## config.mk

```make
export PLATFORM = sky130hd
export DESIGN_NAME = sa_step_counter
export DESIGN_NICKNAME = d
export VERILOG_FILES = /design/src/rtl/sa_step_counter.sv
export SDC_FILE = /design/constraint.sdc
export NUM_CORES = 1
export LEC_CHECK = 0
export CAP_MARGIN = 5
export CORE_ASPECT_RATIO = 1.4
export CORE_MARGIN = 2
export CORE_UTILIZATION = 30
export DETAILED_ROUTE_END_ITERATION = 10
export PLACE_DENSITY = 0.63
export SYNTH_ARGS = -nofsm -noshare
export SYNTH_HDL_FRONTEND = slang
export SYNTH_SLANG_ARGS = --single-unit
```

## constraint.sdc

```tcl
create_clock -name clk -period 2.2 [get_ports clk]
set_input_delay 0.33 -clock clk [delete_from_list [all_inputs] [get_ports clk]]
set_output_delay 0.33 -clock clk [all_outputs]
set_load 0.01 [all_outputs]
```

## src/rtl/sa_step_counter.sv

```systemverilog
// Step sequencer for the systolic-array MUX-select decoder: cnt 0..LAST_STEP per tile.
// Define SA_STEP_ERR_EN to add the sticky start_err output for starts seen while busy.
module sa_step_counter #(
    parameter int CNT_W     = 4,
    parameter int LAST_STEP = 8,
    parameter int TILE_W    = 4
) (
    input  logic              clk,
    input  logic              reset,
    input  logic              start,
    input  logic [TILE_W-1:0] num_tiles,
    input  logic              stall,
    output logic [CNT_W-1:0]  cnt,
    output logic [TILE_W-1:0] tile_idx,
    output logic              step_valid,
    output logic              busy,
    output logic              done
`ifdef SA_STEP_ERR_EN
    ,
    output logic              start_err
`endif
);

    typedef enum logic [1:0] {
        S_IDLE,
        S_RUN,
        S_DONE
    } state_t;

    localparam logic [CNT_W-1:0] LAST = CNT_W'(LAST_STEP);

    state_t            state_q, state_d;
    logic [CNT_W-1:0]  cnt_q, cnt_d;
    logic [TILE_W-1:0] tile_q, tile_d;
    logic [TILE_W-1:0] tiles_q, tiles_d;

    always_comb begin
        state_d = state_q;
        cnt_d   = cnt_q;
        tile_d  = tile_q;
        tiles_d = tiles_q;
        unique case (state_q)
            S_IDLE: begin
                cnt_d  = '0;
                tile_d = '0;
                if (start) begin
                    tiles_d = num_tiles;
                    state_d = (num_tiles == '0) ? S_DONE : S_RUN;
                end
            end
            S_RUN: begin
                // Stall freezes everything, including the final step of a tile.
                if (!stall) begin
                    if (cnt_q < LAST) begin
                        cnt_d = cnt_q + CNT_W'(1);
                    end else begin
                        cnt_d = '0;
                        if (tile_q < tiles_q - TILE_W'(1)) begin
                            tile_d = tile_q + TILE_W'(1);
                        end else begin
                            state_d = S_DONE;
                        end
                    end
                end
            end
            S_DONE: begin
                state_d = S_IDLE;
                cnt_d   = '0;
                tile_d  = '0;
            end
            default: begin
                state_d = S_IDLE;
                cnt_d   = '0;
                tile_d  = '0;
            end
        endcase
    end

    always_ff @(posedge clk) begin
        if (reset) begin
            state_q <= S_IDLE;
            cnt_q   <= '0;
            tile_q  <= '0;
            tiles_q <= '0;
        end else begin
            state_q <= state_d;
            cnt_q   <= cnt_d;
            tile_q  <= tile_d;
            tiles_q <= tiles_d;
        end
    end

`ifdef SA_STEP_ERR_EN
    logic err_q, err_d;

    assign err_d = err_q | (start && (state_q != S_IDLE));

    always_ff @(posedge clk) begin
        if (reset) begin
            err_q <= 1'b0;
        end else begin
            err_q <= err_d;
        end
    end

    assign start_err = err_q;
`endif

    assign cnt        = cnt_q;
    assign tile_idx   = tile_q;
    assign step_valid = (state_q == S_RUN) && !stall;
    assign busy       = (state_q != S_IDLE);
    assign done       = (state_q == S_DONE);

endmodule
```

=== Yosys cells after proc, flatten, opt, wreduce, memory -nomap -nowiden ===
Cells that the tools add are included.

* $add $sub $neg: 3
* $lt $le $gt $ge: 2
* Eq/ne operators: 6
* Muxes and demuxes: 7
* Bitwise gates (word level): 3
* Reductions and logical operators: 9

{| class="wikitable"
|+ Operator list
! kind !! number
|-
| 2-to-1 mux 2 bit || 5
|-
| adder 4 x 1 -> 4 bit (second input constant) || 2
|-
| != test 2 bit (second input constant) || 4
|-
| zero test 4 bit || 1
|-
| < comparator 4 bit || 1
|-
| < comparator 4 bit (second input constant) || 1
|-
| 2-to-1 mux 4 bit || 1
|-
| one-hot mux 2 bit (2 select lines) || 1
|-
| AND reduction 4 bit || 1
|-
| subtractor 4 x 1 -> 4 bit (second input constant) || 1
|-
| inverter 1 bit || 3
|-
| AND reduction 3 bit || 1
|-
| equality test 2 x 1 -> 1 bit (second input constant) || 1
|-
| equality test 2 bit (second input constant) || 1
|-
| zero test 2 bit || 1
|-
| AND reduction 2 bit || 1
|-
| nonzero test 2 bit || 1
|-
| OR reduction 2 bit || 1
|-
| logical AND 1 bit || 1
|-
| zero test 1 bit || 1
|}

* Flip-flop bits (word level): 14
* Bits of input ports: 8
* Word-level logic and storage cells: 34

=== Logic depth before layout (Yosys ltp) ===
Gate-level depths: netlist of the first run.

* Depth after elaboration: 6
* Mapped depth: 8
* Gate-level depth less buffers: 8

=== Least setup slack after synthesis of the first run ===
Ideal clock, no wire load.

* Path type: reg-to-reg
* Start point: register tiles_q[0]
* End point: register tile_q[3], in the netlist tile_idx[3]
* Data arrival time: 1741 ps
* Required time: 2130 ps
* Slack: 388 ps
* Stages on the path, launching flop included: 8
* Buffers on the path: 0
* Clock period less this slack: 1812 ps
* Cell sequence: dfxtp_1 > inv_1 > ha_1 > ha_1 > o211ai_2 > o211ai_4 > or3_1 > a21oi_1

* Longest elaborated chain between the ends: 3

{| class="wikitable"
|+ Ends and longest elaborated chain
! what !! RTL line !! text
|-
| start, declared || 35 || <nowiki>logic [TILE_W-1:0] tiles_q, tiles_d;</nowiki>
|-
| start signal, assigned || 89 || <nowiki>tiles_q <= tiles_d;</nowiki>
|-
| subtractor 4 x 1 -> 4 bit || 58 || <nowiki>if (tile_q < tiles_q - TILE_W'(1)) begin</nowiki>
|-
| < comparator 4 bit || 58 ||
|-
| AND reduction 3 bit (no line) || - ||
|-
| end signal, assigned || 88 || <nowiki>tile_q <= tile_d;</nowiki>
|-
| end, declared || 34 || <nowiki>logic [TILE_W-1:0] tile_q, tile_d;</nowiki>
|}

No other way between the ends.
A chain may end at the register's enable or synchronous reset.

=== Worst setup path in the final report of the first run ===
Ends and elaborated chain as after synthesis.

==> results of run 1 <==
==> power breakdown <==
part           leakage [nW]  switching [mW]  internal (mW)
clock                0.0210          0.0851          0.101
sequential            0.114          0.0139          0.267
combinational         0.271          0.0643         0.0684
==> registers in the layout, indices dropped and copies added, names as in the netlist <==
register  flops
cnt           4
tiles_q       4
state_q       2
tile_idx      4
==> layer usage <==
layer	global-route usage, %	vias to the layer above	part of all wire, %
li1	-	340	-
met2	17.4	16	51
met4	8.57	0	4.1
met3	2.60	6	3.3
met1	10.3	291	42
met5	0	-	0
==> synth_stat cells (2+ instances only) <==
cell type | n | area, µm²
dfxtp_1 | 14 | 280
nor2_1 | 11 | 41.3
a21oi_1 | 9 | 45.0
nand2_1 | 7 | 26.3
ha_1 | 6 | 75.1
o21ai_0 | 6 | 30.0
inv_1 | 5 | 18.8
nand3_1 | 2 | 10.0
nand3b_1 | 2 | 15.0
nor3_1 | 2 | 10.0
or3_1 | 2 | 12.5
xnor2_1 | 2 | 17.5
==> layout make-up <==
type / instances / area (µm²)
Tap cell: 23 / 28.8
Timing Repair Buffer: 20 / 195
Multi-Input combinational cell: 63 / 433
Sequential cell: 14 / 280
Clock buffer: 4 / 36.3
Fill cell: 259 / 1370
Inverter: 5 / 18.8
==> critical path, delay by kind of cell, from the launching register on <==
family / cells / cell delay, ns
compound gates: 3 / 0.49
fa+ha+maj: 2 / 0.59
buf+inv: 1 / 0.07
flops: 1 / 0.37
simple gates: 1 / 0.35
==> cells by family (layout without fill, tap and decap cells) <==
logic type               Yosys count  count (layout)
XOR/XNOR                           3               3
adder cells (fa/ha/maj)            6               6
buffers and inverters              6              29
flip-flops                        14              14
AND/OR/NAND/NOR                   33              33
AO/OA/AOI/OAI                     20              20
multiplexers                       1               1
==> worst paths after layout <==
check                          startpoint                  endpoint  cells past startpoint
hold / removal    tiles_q[3]$_SDFFE_PP0P_   tiles_q[3]$_SDFFE_PP0P_                      2
setup reg to reg  tiles_q[0]$_SDFFE_PP0P_  tile_idx[3]$_SDFFE_PP0P_                      7
setup / recovery  tiles_q[0]$_SDFFE_PP0P_  tile_idx[3]$_SDFFE_PP0P_                      7
hold reg to reg   tiles_q[3]$_SDFFE_PP0P_   tiles_q[3]$_SDFFE_PP0P_                      2
==> through the flow <==
stage	total power, mW	cell area (µm²)	cells	hold WS, ns
2_1_floorplan	0.366	736	83	0.399
3_3_place_gp	0.419	956	125	0.468
3_5_place_dp	0.422	956	125	0.477
4_1_cts	0.610	992	129	0.490
5_1_grt	0.633	992	129	0.518
6_report	0.599	992	129	0.485
==> flow_metrics.env, run 1 <==
export IMPL_synth_xor_area_share_pct=3.57
export IMPL_p_leak_nw=0.406
export IMPL_htree_levels=1
export IMPL_tightest_slew_ns=0.405
export IMPL_num_nets_final=121
export IMPL_yosysWarnings=0
export IMPL_drc=0
export IMPL_grt_ovfl_total=0
export IMPL_power_per_cell_area_nw_per_um2=604
export IMPL_grt_pass1_vias=589
export IMPL_cts_resized=0
export IMPL_firstDrtPassIters=4
export IMPL_final_common_cell="clkdlybuf4s50_1"
export IMPL_grt_start_max_net_pins=9
export IMPL_synth_edff_count=0
export IMPL_synth_compound_area_share_pct=19.6
export IMPL_critPathRequiredTime_ns=2.42
export IMPL_post_dp_hpwl_um=1100
export IMPL_fin_ws_ns=0.263
export IMPL_rsz0062_at_grt="false"
export IMPL_setup_viol=0
export IMPL_cts_tree="done"
export IMPL_start_util_pct=31.1
export IMPL_insertion_delay_ns=0.28
export IMPL_num_vias=653
export IMPL_path_class="flop to flop"
export IMPL_post_cts_buffers=0
export IMPL_synth_area_um2=736
export IMPL_fin_crit_ns=1.94
export IMPL_dieArea_um2=2870
export IMPL_critical_path_max_stage_delay_ns=0.37
export IMPL_crit_fanout=6
export IMPL_arrival_ns=2.16
export IMPL_fin_setup_tns_ns=0
export IMPL_yosys_most_used_dff="dfxtp_1"
export IMPL_synth_seq_cells=14
export IMPL_hold_violations=0
export IMPL_clkTransAtPathRegs_ns=0.09
export IMPL_post_drt_wl_per_cell_um=10.5
export IMPL_critPathLaunchType="flop"
export IMPL_r2r_setup_slack_ns=0.26
export IMPL_status="complete, no violations"
export IMPL_skew_ns=0.00440
export IMPL_syn_avg_cell_area_um2=8.86
export IMPL_wirelength_um=1360
export IMPL_cp_common_cell="ha_1"
export IMPL_ir_drop_v=0.000248
export IMPL_synth_mux_area_fraction_pct=1.36
export IMPL_hold_class="flop to flop"
export IMPL_drtIter0Drc=5
export IMPL_core_area_um2=2360
export IMPL_async_reset_ff_share_pct=0
export IMPL_cts_buffers=3
export IMPL_yosys_area_share_simple_pct=24.1
export IMPL_routed_via_density=5.06
export IMPL_antenna_found_initial=0
export IMPL_synth_top_family_by_area="simple AND/OR/NAND/NOR gates"
export IMPL_fmax_ghz=0.516
export IMPL_io_pins=19
export IMPL_synth_nets=97
export IMPL_fp_row_count=21
export IMPL_ys_seq_area_share_pct=38.1
export IMPL_antennaDiodeCount=0
export IMPL_grtUsageTotal_pct=10.5
export IMPL_yosysUniqueCellTypes=27
export IMPL_syn_to_final_growth_pct=34.9
export IMPL_cts_buffer_depth=2
export IMPL_io_buffers=18
export IMPL_synth_cells=83
export IMPL_utilization_pct=42.0
export IMPL_die_h_um=62.6
export IMPL_drive_gt1_share_pct=12.3
export IMPL_path_cells="inv_1 -> ha_1 -> ha_1 -> o211ai_2 -> o211ai_4 -> or3_1 -> a21oi_1"
export IMPL_end_kind="flop"
export IMPL_gp_congestion=0.687
export IMPL_ant_nets=0
export IMPL_maxSlewViolCount=0
export IMPL_dieWidth_um=45.9
export IMPL_fin_crit_sh_pct=88.1
export IMPL_ctsHoldBuffers=0
export IMPL_synthAdderAreaFrac_pct=10.2
export IMPL_cap_viol_max_count=0
export IMPL_layout_common_cells="clkdlybuf4s50_1 (18), dfxtp_1 (14), nor2_1 (11)"
export IMPL_clkSinkCount=14
export IMPL_cp_slowest_cell="dfxtp_1"
export IMPL_grt_pass1_wl_um=2240
export IMPL_cts_root_buf="clkbuf_4"
export IMPL_dp_slack_ns=0.268
export IMPL_maxSlewHeadroom_pct=72.8
Note: power is estimated with default switching activity, not from simulation.
==> inputs of run 2 (changes only) <==
Settings changed: CORE_UTILIZATION 30 to 37, CTS_CLUSTER_DIAMETER set to 100, PLACE_DENSITY 0.63 to 0.72.
==> flow_metrics.env, run 2 (synthesis gave the netlist of run 1 again) <==
export IMPL_drive_gt1_share_pct=12.3
export IMPL_final_cell_count_no_fill=127
export IMPL_core_area_um2=1930
export IMPL_rsz0062_at_grt="false"
export IMPL_num_vias=658
export IMPL_insertion_delay_ns=0.28
export IMPL_grt_pass1_wl_um=2390
export IMPL_cts_buffer_depth=2
export IMPL_p_leak_nw=0.406
export IMPL_die_h_um=56.8
export IMPL_end_kind="flop"
export IMPL_fin_setup_tns_ns=0
export IMPL_dieArea_um2=2370
export IMPL_cts_resized=0
export IMPL_skew_ns=0.00399
export IMPL_hold_violations=0
export IMPL_crit_fanout=6
export IMPL_post_drt_wl_per_cell_um=10.9
export IMPL_r2r_setup_slack_ns=0.29
export IMPL_critPathRequiredTime_ns=2.42
export IMPL_fin_crit_sh_pct=86.8
export IMPL_fp_row_count=19
export IMPL_drc=0
export IMPL_cts_buffers=3
export IMPL_syn_to_final_growth_pct=34.5
export IMPL_dieWidth_um=41.7
export IMPL_crit_buf_inv=1
export IMPL_power_per_cell_area_nw_per_um2=603
export IMPL_ctsHoldBuffers=0
export IMPL_post_dp_hpwl_um=1120
export IMPL_arrival_ns=2.13
export IMPL_gp_congestion=0.805
export IMPL_start_util_pct=38.2
export IMPL_io_pins=19
export IMPL_post_cts_buffers=0
export IMPL_cts_root_buf="clkbuf_4"
export IMPL_maxSlewHeadroom_pct=71.9
export IMPL_dpl_instance_area_um2=953
export IMPL_routed_via_density=5.18
export IMPL_grt_ovfl_total=0
export IMPL_clkSinkCount=14
export IMPL_dp_cells=123
export IMPL_tightest_slew_ns=0.420
export IMPL_io_buffers=18
export IMPL_cap_viol_max_count=0
export IMPL_cp_common_cell="ha_1"
export IMPL_fmax_ghz=0.524
export IMPL_grtUsageTotal_pct=13.1
export IMPL_grt_start_max_net_pins=9
export IMPL_status="complete, no violations"
export IMPL_utilization_pct=51.4
export IMPL_holdWs_ns=0.484
export IMPL_num_nets_final=121
export IMPL_fillCellCount=194
export IMPL_final_common_cell="clkdlybuf4s50_1"
export IMPL_post_route_cell_area_um2=990
export IMPL_maxSlewViolCount=0
export IMPL_layout_common_cells="clkdlybuf4s50_1 (18), dfxtp_1 (14), nor2_1 (11)"
export IMPL_critical_path_max_stage_delay_ns=0.37
export IMPL_cp_slowest_cell="dfxtp_1"
export IMPL_ant_nets=0
export IMPL_ir_drop_v=0.000456
export IMPL_htree_levels=1
export IMPL_hold_class="flop to flop"
export IMPL_grt_pass1_vias=600
export IMPL_wirelength_um=1380
export IMPL_drtIter0Drc=11
export IMPL_firstDrtPassIters=2
export IMPL_critPathTopFamily="adder cells"
export IMPL_fin_crit_ns=1.91
export IMPL_setup_viol=0
export IMPL_antennaDiodeCount=0
export IMPL_critPathLaunchType="flop"
export IMPL_antenna_found_initial=0
export IMPL_clkTransAtPathRegs_ns=0.08
export IMPL_cts_tree="done"
export IMPL_path_cells="inv_1 -> ha_1 -> ha_1 -> o211ai_2 -> o211ai_4 -> or3_1 -> a21oi_1"
export IMPL_path_class="flop to flop"
-- run 2: final timing paths --
check	start	endpoint	cells past startpoint
max reg2reg	tiles_q[0]$_SDFFE_PP0P_	tile_idx[3]$_SDFFE_PP0P_	7
max	tiles_q[0]$_SDFFE_PP0P_	tile_idx[3]$_SDFFE_PP0P_	7
min	tiles_q[3]$_SDFFE_PP0P_	tiles_q[3]$_SDFFE_PP0P_	2
min reg2reg	tiles_q[3]$_SDFFE_PP0P_	tiles_q[3]$_SDFFE_PP0P_	2
-- run 2: where the power goes --
| part | switching, mW | leakage, nW | internal [mW] | total, mW |
|---|---|---|---|---|
| Sequential | 0.0143 | 0.114 | 0.267 | 0.281 |
| Combinational | 0.0649 | 0.271 | 0.0684 | 0.133 |
| Clock | 0.0820 | 0.0210 | 0.101 | 0.183 |
-- run 2: worst reg2reg max path, stage by stage, from the launching register on --
cell	delay, ns
dfxtp_1	0.37
inv_1	0.07
ha_1	0.29
ha_1	0.29
o211ai_2	0.21
o211ai_4	0.14
or3_1	0.35
a21oi_1	0.13
-- run 2: metal layers --
metal / track usage, % / vias to the layer above / wire length (µm)
met2: 22.8 / 14 / 707
li1: - / 341 / -
met3: 1.93 / 4 / 46
met1: 13.9 / 299 / 583
met4: 9.68 / 0 / 45
met5: 0 / - / 0
-- run 2: area by class of cell --
cell class | count | area, µm² | area share, %
tap | 21 | 26.3 | 2.65
multi-input combinational | 63 | 433 | 43.7
clock buffer | 4 | 36.3 | 3.67
timing repair buffer | 20 | 195 | 19.7
sequential | 14 | 280 | 28.3
inverter | 5 | 18.8 | 1.90
-- run 2: per-stage QoR --
step | worst slack [ns] | power [mW]
3_5_place_dp | 0.304 | 0.422
6_report | 0.291 | 0.597
4_1_cts | 0.278 | 0.604
5_1_grt | 0.171 | 0.629
2_1_floorplan | 0.388 | 0.366
3_3_place_gp | 0.320 | 0.418
